`src/rtl/if_fetch_unit.sv`:
```
// Instruction-fetch stage: owns the PC, runs a single-outstanding req/ack fetch
// to instruction memory, and handles hazard stalls and ID-stage redirects.
module if_fetch_unit #(
    parameter logic [31:0] RESET_PC = 32'h0000_3000
) (
    input  logic        clk,
    input  logic        rst,
    input  logic        PC_WR,
    input  logic        BRANCH_TAKEN,
    input  logic [31:0] BRANCH_TARGET,
    input  logic        JUMP,
    input  logic [31:0] JUMP_TARGET,
    output logic        IMEM_REQ,
    output logic [31:0] IMEM_ADDR,
    input  logic        IMEM_ACK,
    input  logic [31:0] IMEM_RDATA,
    output logic [31:0] PC_OUT,
    output logic [31:0] PC_PLUS4_OUT,
    output logic [31:0] INSTR_OUT,
    output logic        INSTR_VALID
);

    typedef enum logic [1:0] {
        FETCH = 2'd0,
        HOLD  = 2'd1,
        DROP  = 2'd2
    } state_t;

    state_t      state_q, state_d;
    logic [31:0] pc_q, pc_d;
    logic [31:0] redir_pc_q, redir_pc_d;
    logic [31:0] buf_q, buf_d;
    logic [31:0] pc_out_q, pc_out_d;
    logic [31:0] pc_plus4_q, pc_plus4_d;
    logic [31:0] instr_q, instr_d;
    logic        valid_q, valid_d;

    logic        redirect;
    logic [31:0] redir_target;

    // Branch wins over jump; targets are forced word-aligned.
    always_comb begin
        redirect     = BRANCH_TAKEN | JUMP;
        redir_target = BRANCH_TAKEN ? BRANCH_TARGET : JUMP_TARGET;
        redir_target[1:0] = 2'b00;
    end

    always_comb begin
        state_d    = state_q;
        pc_d       = pc_q;
        redir_pc_d = redir_pc_q;
        buf_d      = buf_q;
        pc_out_d   = pc_out_q;
        pc_plus4_d = pc_plus4_q;
        instr_d    = instr_q;
        valid_d    = valid_q;

        if (redirect) begin
            instr_d = 32'd0;
            valid_d = 1'b0;
            case (state_q)
                HOLD: begin
                    pc_d    = redir_target;
                    state_d = FETCH;
                end
                default: begin
                    // FETCH and DROP: an in-flight ack lets us jump straight away,
                    // otherwise park the target until the old request completes.
                    if (IMEM_ACK) begin
                        pc_d    = redir_target;
                        state_d = FETCH;
                    end else begin
                        redir_pc_d = redir_target;
                        state_d    = DROP;
                    end
                end
            endcase
        end else begin
            case (state_q)
                FETCH: begin
                    if (IMEM_ACK) begin
                        if (PC_WR) begin
                            instr_d    = IMEM_RDATA;
                            pc_out_d   = pc_q;
                            pc_plus4_d = pc_q + 32'd4;
                            valid_d    = 1'b1;
                            pc_d       = pc_q + 32'd4;
                        end else begin
                            buf_d   = IMEM_RDATA;
                            state_d = HOLD;
                        end
                    end else if (PC_WR) begin
                        instr_d = 32'd0;
                        valid_d = 1'b0;
                    end
                end
                HOLD: begin
                    if (PC_WR) begin
                        instr_d    = buf_q;
                        pc_out_d   = pc_q;
                        pc_plus4_d = pc_q + 32'd4;
                        valid_d    = 1'b1;
                        pc_d       = pc_q + 32'd4;
                        state_d    = FETCH;
                    end
                end
                DROP: begin
                    instr_d = 32'd0;
                    valid_d = 1'b0;
                    if (IMEM_ACK) begin
                        pc_d    = redir_pc_q;
                        state_d = FETCH;
                    end
                end
                default: begin
                    state_d = FETCH;
                end
            endcase
        end
    end

    always_ff @(posedge clk or negedge rst) begin
        if (!rst) begin
            state_q    <= FETCH;
            pc_q       <= RESET_PC;
            redir_pc_q <= 32'd0;
            buf_q      <= 32'd0;
            pc_out_q   <= 32'd0;
            pc_plus4_q <= 32'd0;
            instr_q    <= 32'd0;
            valid_q    <= 1'b0;
        end else begin
            state_q    <= state_d;
            pc_q       <= pc_d;
            redir_pc_q <= redir_pc_d;
            buf_q      <= buf_d;
            pc_out_q   <= pc_out_d;
            pc_plus4_q <= pc_plus4_d;
            instr_q    <= instr_d;
            valid_q    <= valid_d;
        end
    end

    // Request is held off while reset is asserted so an abandoned handshake drops at once.
    assign IMEM_REQ     = rst && (state_q != HOLD);
    assign IMEM_ADDR    = pc_q;
    assign PC_OUT       = pc_out_q;
    assign PC_PLUS4_OUT = pc_plus4_q;
    assign INSTR_OUT    = instr_q;
    assign INSTR_VALID  = valid_q;

endmodule

```
`config.mk`:
```
export PLATFORM = sky130hd
export DESIGN_NAME = if_fetch_unit
export DESIGN_NICKNAME = d
export VERILOG_FILES = /design/src/rtl/if_fetch_unit.sv
export SDC_FILE = /design/constraint.sdc
export NUM_CORES = 1
export LEC_CHECK = 0
export CAP_MARGIN = 20
export CORE_UTILIZATION = 49
export CTS_CLUSTER_SIZE = 25
export DETAILED_ROUTE_END_ITERATION = 6
export GPL_TIMING_DRIVEN = 0
export PLACE_DENSITY_LB_ADDON = 0.15
export SETUP_SLACK_MARGIN = 0.1
export SYNTH_ARGS = -nofsm -noshare
export SYNTH_HDL_FRONTEND = slang
export SYNTH_SLANG_ARGS = --single-unit
```
`constraint.sdc`:
```
create_clock -name clk -period 3.55 [get_ports clk]
set_input_delay 0.71 -clock clk [delete_from_list [all_inputs] [get_ports clk]]
set_output_delay 0.71 -clock clk [all_outputs]
set_load 0.1 [all_outputs]
```
==> impl_metrics.tcl, run 1 <==
set metrics [dict create \
    diodes 0 \
    synth_area_leaders "dfrtp_1, mux2_2, nand2_1" \
    synth_flop_cell "dfrtp_1" \
    p_int_uw 4770 \
    postSynthAreaPerCell_um2 10.1 \
    cp.depth 8 \
    min_path_type "in2async" \
    cp_num_buf_inv 3 \
    clock-sinks 187 \
    yosysTopAreaCellShare_pct 50.8 \
    setup_slack_ns 0.491 \
    seqPwrFrac_pct 32.1 \
    use_met3_pct 8.73 \
    p_comb_share_pct 47.3 \
    antenna_found_initial 1 \
    ff2ff_path_depth 9 \
    num_rows 49 \
    place_congestion 0.882 \
    gr-usage-met1_pct 38.6 \
    tightest_slew_ns 1.04 \
    ios 232 \
    die_height_um 138 \
    cts-resized-gates 0 \
    arrival_ns 3.38 \
    nets 1250 \
    crit_path_cell_trace "clkdlybuf4s50_1, or3_1, buf_2, a21oi_1, o21ai_1, clkbuf_1, o21ai_0, o2bb2ai_1" \
    fin_crit_ns 3.06 \
    cts.clk_slew.worst_paths_ns 0.07 \
    wl_per_cell_um 20.1 \
    num_vias 8182 \
    grt-busiest-layer "met2" \
    critPathRequiredTime_ns 3.87 \
    clk_latency_ns 0.44 \
    finalCritPeriodShare_pct 86.2 \
    path_max_fanout 10 \
    multiInputGateArea_um2 4060 \
    fmax_mhz 327 \
    grt_pass1_wl_mm 44.6 \
    grt_use_total_pct 29.9 \
    maxCapViolations 0 \
    yosysSeqAreaShare_pct 51.4 \
    drc 30 \
    grt_start_max_net_pins 110 \
    violations "DRC" \
    first_global_vias 8045 \
    cp_top_family "buffers and inverters" \
    critical-path-max-stage-delay_ns 0.69 \
    clock-root-buffer "clkbuf_16" \
    end_kind "flop" \
    crit_slowest_cell "o21ai_1" \
    drt-initial-drc-count 926 \
    fin_skew_ns 0.00858 \
    cts_hold_buf 0 \
    synth_top_area_cell "dfrtp_1" \
    start_util_pct 50.3 \
    synth_edf_count 0 \
    post_cts_buffers 0 \
    p_sw_share_pct 48.7 \
    async_flop_share_pct 100 \
    clkPwrFrac_pct 20.5 \
    rsz0062_at_grt "false" \
    postRouteAntennaNets 0 \
    seq_area_um2 4680 \
    grt_overflow 0 \
    irDropWorstVdd_uv 373 \
    p_switching_uw 4530 \
    relSlewSlack_pct 30.2 \
    drive_gt1_share_pct 10.4 \
    syn_to_final_growth_pct 34.3 \
    critPathKind "in2reg" \
    fin_util_pct 67.6 \
    ys_warn_count 0 \
    syn_inst 898 \
    dp_slack_ns 0.102 \
    dieArea_um2 19100 \
    ctsHtreeMaxLevel 4 \
    die_w_um 138 \
    drv_slew 0 \
    p_leak_uw 0.00512 \
    outcome "finished with violations" \
    dpl.hpwl_mm 20.4 \
    synth_cell_types 63 \
    routed_wl_mm 27.8 \
    cts_tree "yes" \
    io_buffer_count 221 \
    hold_violations 0 \
    p_total_uw 9290 \
    synth-seq-cells 187 \
    syn_area_um2 9100 \
    cts_buffers 17 \
    firstDrtPassIters 7 \
    use_met2_pct 47.2 \
    viasPerCell 5.91 \
    fillCellCount 1441 \
    cts_max_path_buffers 2 \
    core_um2 18100 \
    power.density_nw_per_um2 760 \
    final-setup-viol-count 0 \
    startpoint_type "primary input" \
]
## state kept, by name (all words and copies together) (netlist names)
register	cells
redir_pc_q	30
state_q	2
buf_q	32
IMEM_ADDR	30
PC_PLUS4_OUT	30
INSTR_OUT	32
INSTR_VALID	1
PC_OUT	30
## layer usage
| layer | vias up | part of all wire [%] |
|---|---|---|
| li1 | 3734 | - |
| met1 | 4008 | 42 |
| met2 | 369 | 46 |
| met3 | 69 | 8.8 |
| met4 | 2 | 3.2 |
| met5 | - | 0.047 |
## final timing paths
path,from,to,slack [ns]
hold / removal,rst,IMEM_ADDR[25],0.26
max in group asynchronous,rst,buf_q[1],2.34
hold reg to reg,INSTR_OUT[1],INSTR_OUT[1],0.48
setup reg to reg,state_q[0],IMEM_ADDR[24],0.53
min in group clk,INSTR_OUT[1],INSTR_OUT[1],0.48
setup / recovery,JUMP,IMEM_ADDR[24],0.49
## cell usage in the layout, fill, tap and decap left out, types with 3 or more instances in the layout
| master | synthesis | routed |
|---|---|---|
| a211oi_1 | 3 | 3 |
| a21boi_0 | 10 | 10 |
| a21oi_1 | 28 | 28 |
| a221oi_1 | 8 | 8 |
| a22o_1 | 4 | 4 |
| a22oi_1 | 47 | 47 |
| a41oi_1 | 3 | 3 |
| and2_1 | 4 | 4 |
| and3_1 | 9 | 9 |
| and4_1 | 4 | 4 |
| buf_1 | 3 | 3 |
| buf_2 | 13 | 13 |
| buf_4 | 6 | 6 |
| clkbuf_1 | 54 | 56 |
| clkbuf_16 | 0 | 17 |
| clkdlybuf4s50_1 | 0 | 219 |
| clkinvlp_4 | 0 | 4 |
| conb_1 | 1 | 6 |
| dfrtp_1 | 185 | 185 |
| ha_1 | 4 | 4 |
| inv_1 | 15 | 15 |
| inv_6 | 0 | 3 |
| mux2_2 | 57 | 57 |
| mux2i_1 | 19 | 19 |
| nand2_1 | 134 | 134 |
| nand3_1 | 12 | 12 |
| nand4_1 | 9 | 9 |
| nor2_1 | 31 | 31 |
| nor2b_1 | 4 | 4 |
| nor3_1 | 7 | 7 |
| o21ai_0 | 96 | 96 |
| o21ai_1 | 3 | 3 |
| o22ai_1 | 7 | 7 |
| o2bb2ai_1 | 8 | 8 |
| o31a_1 | 3 | 3 |
| o31ai_1 | 34 | 34 |
| o32a_1 | 3 | 3 |
| or3_1 | 3 | 3 |
| xnor2_1 | 22 | 22 |
| xor2_1 | 6 | 6 |
## layout make-up
| class | instances | area share [%] |
|---|---|---|
| flip-flops and latches | 187 | 38.3 |
| plain buffers | 76 | 2.65 |
| well taps | 229 | 2.34 |
| repair buffers | 222 | 18.4 |
| clock buffers | 19 | 3.54 |
| multi-input cells | 625 | 33.2 |
| clock inverters | 12 | 1.14 |
| inverters | 15 | 0.460 |
## logic make-up (layout without fill, tap and decap cells)
group | after synthesis | after routing | synth area share [%]
other | 1 | 6 | 0.0412
AO/OA/AOI/OAI | 278 | 278 | 20.0
multiplexers | 76 | 76 | 9.14
adder cells (fa/ha/maj) | 4 | 4 | 0.550
XOR/XNOR | 28 | 28 | 2.69
buffers and inverters | 91 | 344 | 4.18
AND/OR/NAND/NOR | 233 | 233 | 12.0
flip-flops | 187 | 187 | 51.4
## stage by stage
| step | cell area, um^2 | hold slack, ns | setup TNS [ns] | std cells |
|---|---|---|---|---|
| finish | 12200 | 0.261 | 0 | 1385 |
| global route | 12200 | 0.301 | 0 | 1385 |
| CTS | 12200 | 0.285 | 0 | 1385 |
| detailed placement | 11700 | 0.466 | 0 | 1354 |
| global placement | 11600 | 0.456 | -1156.36 | 1353 |
| floorplan | 9120 | 0.414 | 0 | 903 |
## synth_stat cells, drive strengths merged (4+ instances only)
cell     count
dfrtp      185
clkbuf      54
a21boi      10
o2bb2ai      8
o31ai       34
nor3         9
a22oi       47
and3        11
inv         15
mux2        57
nor2        31
xor2         6
nand4       12
nand2      134
o22ai        7
a21oi       29
and2         5
mux2i       19
o21ai       99
nand3       12
and4         4
a22o         4
a221oi       8
nor2b        4
xnor2       22
ha           4
buf         22
## power by group through the flow
stage,Combinational (uW),Sequential (uW),Clock (uW)
6_report,4400,2990,1910
5_1_grt,4550,3060,2010
4_1_cts,4400,2980,1910
3_5_place_dp,4390,3020,0
3_3_place_gp,4340,3000,0
2_1_floorplan,820,5400,0
(Power assumes the default switching activity.)
==> run 2: changes to the inputs <==
--- a/config.mk
+++ b/config.mk
@@ -7,6 +7,7 @@
 export LEC_CHECK = 0
 export CAP_MARGIN = 20
 export CORE_UTILIZATION = 49
+export CTS_BUF_LIST = sky130_fd_sc_hd__clkbuf_4 sky130_fd_sc_hd__clkbuf_8
 export CTS_CLUSTER_SIZE = 25
 export DETAILED_ROUTE_END_ITERATION = 6
 export GPL_TIMING_DRIVEN = 0
==> impl_metrics.tcl, run 2 (synthesized netlist as in run 1, its figures left out) <==
set metrics [dict create \
    outcome "finished with violations" \
    violations "DRC" \
    fmax_mhz 330 \
    whs_ns 0.210 \
    num_vias 8101 \
    firstDrtPassIters 7 \
    drv_slew 0 \
    clock-sinks 187 \
    routed_wl_mm 27.6 \
    cts_tree "yes" \
    critical-path-max-stage-delay_ns 0.66 \
    place_congestion 0.882 \
    rsz0062_at_grt "false" \
    startpoint_type "flop" \
    hold_violations 0 \
    die_w_um 138 \
    post-place-cells 1354 \
    grt_use_total_pct 29.7 \
    path_max_fanout 10 \
    clock-root-buffer "clkbuf_8" \
    power.density_nw_per_um2 732 \
    final-setup-viol-count 0 \
    critPathKind "reg2reg" \
    drc 30 \
    fillCellCount 1472 \
    min_path_type "in2async" \
    num_rows 49 \
    ios 232 \
    end_kind "flop" \
    relSlewSlack_pct 29.9 \
    cts.clk_slew.worst_paths_ns 0.10 \
    dpl.hpwl_mm 20.4 \
    nets 1250 \
    core_um2 18100 \
    cts_buffers 17 \
    crit_path_cell_trace "inv_1, ha_1, or3_1, buf_2, a21oi_1, o21ai_1, clkbuf_1, o21ai_0, o2bb2ai_1" \
    finalCritPeriodShare_pct 85.4 \
    first_global_vias 7907 \
    cp_num_buf_inv 3 \
    grt_start_max_net_pins 110 \
    die_height_um 138 \
    postRouteAntennaNets 0 \
    crit_slowest_cell "o21ai_1" \
    layout_commonest_cell "clkdlybuf4s50_1" \
    multiInputGateArea_um2 4060 \
    setup_slack_ns 0.517 \
    critPathRequiredTime_ns 3.92 \
    p_leak_uw 0.00504 \
    start_util_pct 50.3 \
    seq_area_um2 4680 \
    cts_hold_buf 0 \
    syn_to_final_growth_pct 32.3 \
    fin_crit_ns 3.03 \
    antenna_found_initial 1 \
    grt_overflow 0 \
    finalNonFillerCells 1385 \
    clk_latency_ns 0.48 \
    io_buffer_count 221 \
    arrival_ns 3.40 \
    cp_top_family "compound AO/OA/AOI/OAI gates" \
    drive_gt1_share_pct 10.6 \
    dp_slack_ns 0.102 \
    diodes 0 \
    dieArea_um2 19100 \
    grt_pass1_wl_mm 44.3 \
    drt-initial-drc-count 754 \
    wl_per_cell_um 20.0 \
    tightest_slew_ns 1.05 \
    r2r_slack_ns 0.52 \
    final_cell_mix "clkdlybuf4s50_1, dfrtp_1, nand2_1, o21ai_0, mux2_2" \
    irDropWorstVdd_uv 358 \
    cts_max_path_buffers 2 \
    fin_util_pct 66.6 \
    maxCapViolations 0 \
    ctsHtreeMaxLevel 4 \
    viasPerCell 5.85 \
    fin_skew_ns 0.0107 \
]
## run 2: cell counts in the layout (fill, tap and decap cells not counted)
Identical to the previous run, type by type.
## run 2: routing by layer
metal  GRT usage (%)  vias to the layer above  wire [um]
met5               0                        -         13
met4            12.8                        2        867
met3            7.41                       56       2180
met2            46.9                      363      12800
met1            39.1                     3943      11800
li1                -                     3737          -
## run 2: power by group
part	leakage (uW)	internal [uW]	switching (uW)
combinational	0.00249	1090	3300
clock	0.000186	644	800
sequential	0.00237	2630	356
total	0.00504	4360	4460
## run 2: repair_timing
item,4_1_cts,5_1_grt
gates resized for setup,0,1
setup buffers,0,0
setup endpoints to repair,0,1
## run 2: stage by stage
stage / instance area, um^2 / TNS (ns) / total power (uW)
global route: 12000 / 0 / 9140
finish: 12000 / 0 / 8820
floorplan: 9120 / 0 / 6220
detailed placement: 11700 / 0 / 7420
global placement: 11600 / -1156.36 / 7340
CTS: 12000 / 0 / 8830
## run 2: worst reg2reg max path: stages, from the launching register on
cell       delay [ns]
dfrtp_1          0.41
inv_1            0.09
ha_1             0.34
or3_1            0.15
buf_2            0.25
a21oi_1          0.09
o21ai_1          0.66
clkbuf_1         0.55
o21ai_0          0.22
o2bb2ai_1        0.16
## run 2: cell type report
type	count	area share [%]
clock inverters	12	1.15
well taps	229	2.38
clock buffers	19	2.07
multi-input cells	625	33.7
inverters	15	0.467
repair buffers	222	18.7
plain buffers	76	2.69
flip-flops and latches	187	38.9
## run 2: worst paths after layout
check                              from          endpoint  cells after the start
min in group clk           INSTR_OUT[1]      INSTR_OUT[1]                      2
max in group asynchronous           rst          buf_q[0]                      2
min reg2reg                INSTR_OUT[1]      INSTR_OUT[1]                      2
min                                 rst  PC_PLUS4_OUT[25]                      1
max                          state_q[0]     IMEM_ADDR[24]                      9
max reg2reg                  state_q[0]     IMEM_ADDR[24]                      9
==> run 3: changes to the inputs <==
--- a/config.mk
+++ b/config.mk
@@ -11,7 +11,8 @@
 export CTS_CLUSTER_SIZE = 25
 export DETAILED_ROUTE_END_ITERATION = 6
 export GPL_TIMING_DRIVEN = 0
-export PLACE_DENSITY_LB_ADDON = 0.15
+export MAX_ROUTING_LAYER = met4
+export PLACE_DENSITY = 0.8
 export SETUP_SLACK_MARGIN = 0.1
 export SYNTH_ARGS = -nofsm -noshare
 export SYNTH_HDL_FRONTEND = slang
==> impl_metrics.tcl, run 3 (synthesized netlist as in run 1, its figures left out) <==
set metrics [dict create \
    num_rows 49 \
    die_height_um 138 \
    p_leak_uw 0.00506 \
    cts_buffers 17 \
    viasPerCell 5.84 \
    final_cell_mix "clkdlybuf4s50_1, dfrtp_1, nand2_1, o21ai_0, mux2_2" \
    maxCapViolations 0 \
    fmax_mhz 308 \
    clock-sinks 187 \
    tns_ns 0 \
    grt_start_max_net_pins 120 \
    cts-resized-gates 0 \
    start_util_pct 50.3 \
    routed_wl_mm 27.3 \
    cts_hold_buf 0 \
    place_congestion 0.946 \
    io_buffer_count 221 \
    irDropWorstVdd_uv 393 \
    die_w_um 138 \
    grt_use_total_pct 30.2 \
    cts_max_path_buffers 2 \
    drt-initial-drc-count 801 \
    num_vias 8101 \
    drv_slew 0 \
    clock-root-buffer "clkbuf_8" \
    nets 1250 \
    antenna_found_initial 1 \
    min_path_type "in2async" \
    startpoint_type "primary input" \
    dpl.hpwl_mm 20.4 \
    outcome "finished with violations" \
    grt_pass1_wl_mm 43.2 \
    drc 36 \
    syn_to_final_growth_pct 33.0 \
    postRouteAntennaNets 0 \
    cts_tree "yes" \
    tightest_slew_ns 1.05 \
    critPathRequiredTime_ns 2.84 \
    power.density_nw_per_um2 741 \
    relSlewSlack_pct 29.6 \
    critPathKind "in2out" \
    path_max_fanout 70 \
    firstDrtPassIters 7 \
    clk_latency_ns 0.48 \
    fin_crit_ns 3.24 \
    first_global_vias 7884 \
    arrival_ns 2.53 \
    fin_util_pct 66.9 \
    cts.clk_slew.worst_paths_ns 0.10 \
    grt_overflow 0 \
    drive_gt1_share_pct 10.6 \
    finalCritPeriodShare_pct 91.4 \
    rsz0062_at_grt "false" \
    ctsHtreeMaxLevel 4 \
    end_kind "output pin" \
    fillCellCount 1421 \
    post_cts_buffers 0 \
    layout_commonest_cell "clkdlybuf4s50_1" \
    hold_violations 0 \
    fin_skew_ns 0.0126 \
    place_area_um2 11700 \
    dieArea_um2 19100 \
    core_um2 18100 \
    final-setup-viol-count 0 \
    ios 232 \
    violations "DRC" \
    final_area_um2 12100 \
    wl_per_cell_um 19.7 \
]
run 3: layout make-up:
type                    instances  area [um^2]  area share (%)
diodes                          1         2.50          0.0207
well taps                     229          287            2.37
clock buffers                  18          241            1.99
multi-input cells             625         4060            33.6
plain buffers                  76          324            2.68
inverters                      15         56.3           0.465
clock inverters                14          206            1.71
flip-flops and latches        187         4680            38.7
repair buffers                222         2240            18.5
run 3: routing by layer:
| metal | GRT usage (%) | vias to the layer above | share of wire [%] |
|---|---|---|---|
| li1 | - | 3745 | - |
| met1 | 37.6 | 3886 | 41 |
| met2 | 46.6 | 400 | 47 |
| met3 | 7.55 | 70 | 8.3 |
| met4 | 13.6 | 0 | 3.7 |
| met5 | - | - | 0 |
run 3: critical path, stage by stage:
cell and delay (ns):
buf_8 0.39, nor2b_1 0.20, clkdlybuf4s50_1 1.17
run 3: power breakdown:
group / total, uW / internal [uW] / switching, uW / leakage, uW
logic: 4390 / 1090 / 3300 / 0.00248
registers: 2980 / 2630 / 353 / 0.00237
clock network: 1600 / 792 / 810 / 0.000217
run 3: worst paths after layout:
kind                            start               end  slack [ns]  depth (start not counted)
setup / recovery                  rst          IMEM_REQ        0.31                          3
hold / removal                    rst  PC_PLUS4_OUT[29]        0.17                          1
setup reg to reg           state_q[0]     IMEM_ADDR[29]        0.54                          9
hold reg to reg            PC_OUT[30]        PC_OUT[30]        0.49                          2
max in group asynchronous         rst      INSTR_OUT[0]        2.38                          2
min in group clk           PC_OUT[30]        PC_OUT[30]        0.49                          2
run 3: metrics by stage:
| step | hold WS, ns | cells | worst slack [ns] | power, uW |
|---|---|---|---|---|
| finish | 0.169 | 1387 | 0.306 | 8970 |
| detailed placement | 0.470 | 1354 | 0.181 | 7410 |
| global placement | 0.459 | 1353 | -6.24 | 7330 |
| global route | 0.190 | 1387 | 0.163 | 9300 |
| CTS | 0.188 | 1386 | 0.285 | 8990 |
| floorplan | 0.414 | 903 | 0.796 | 6220 |
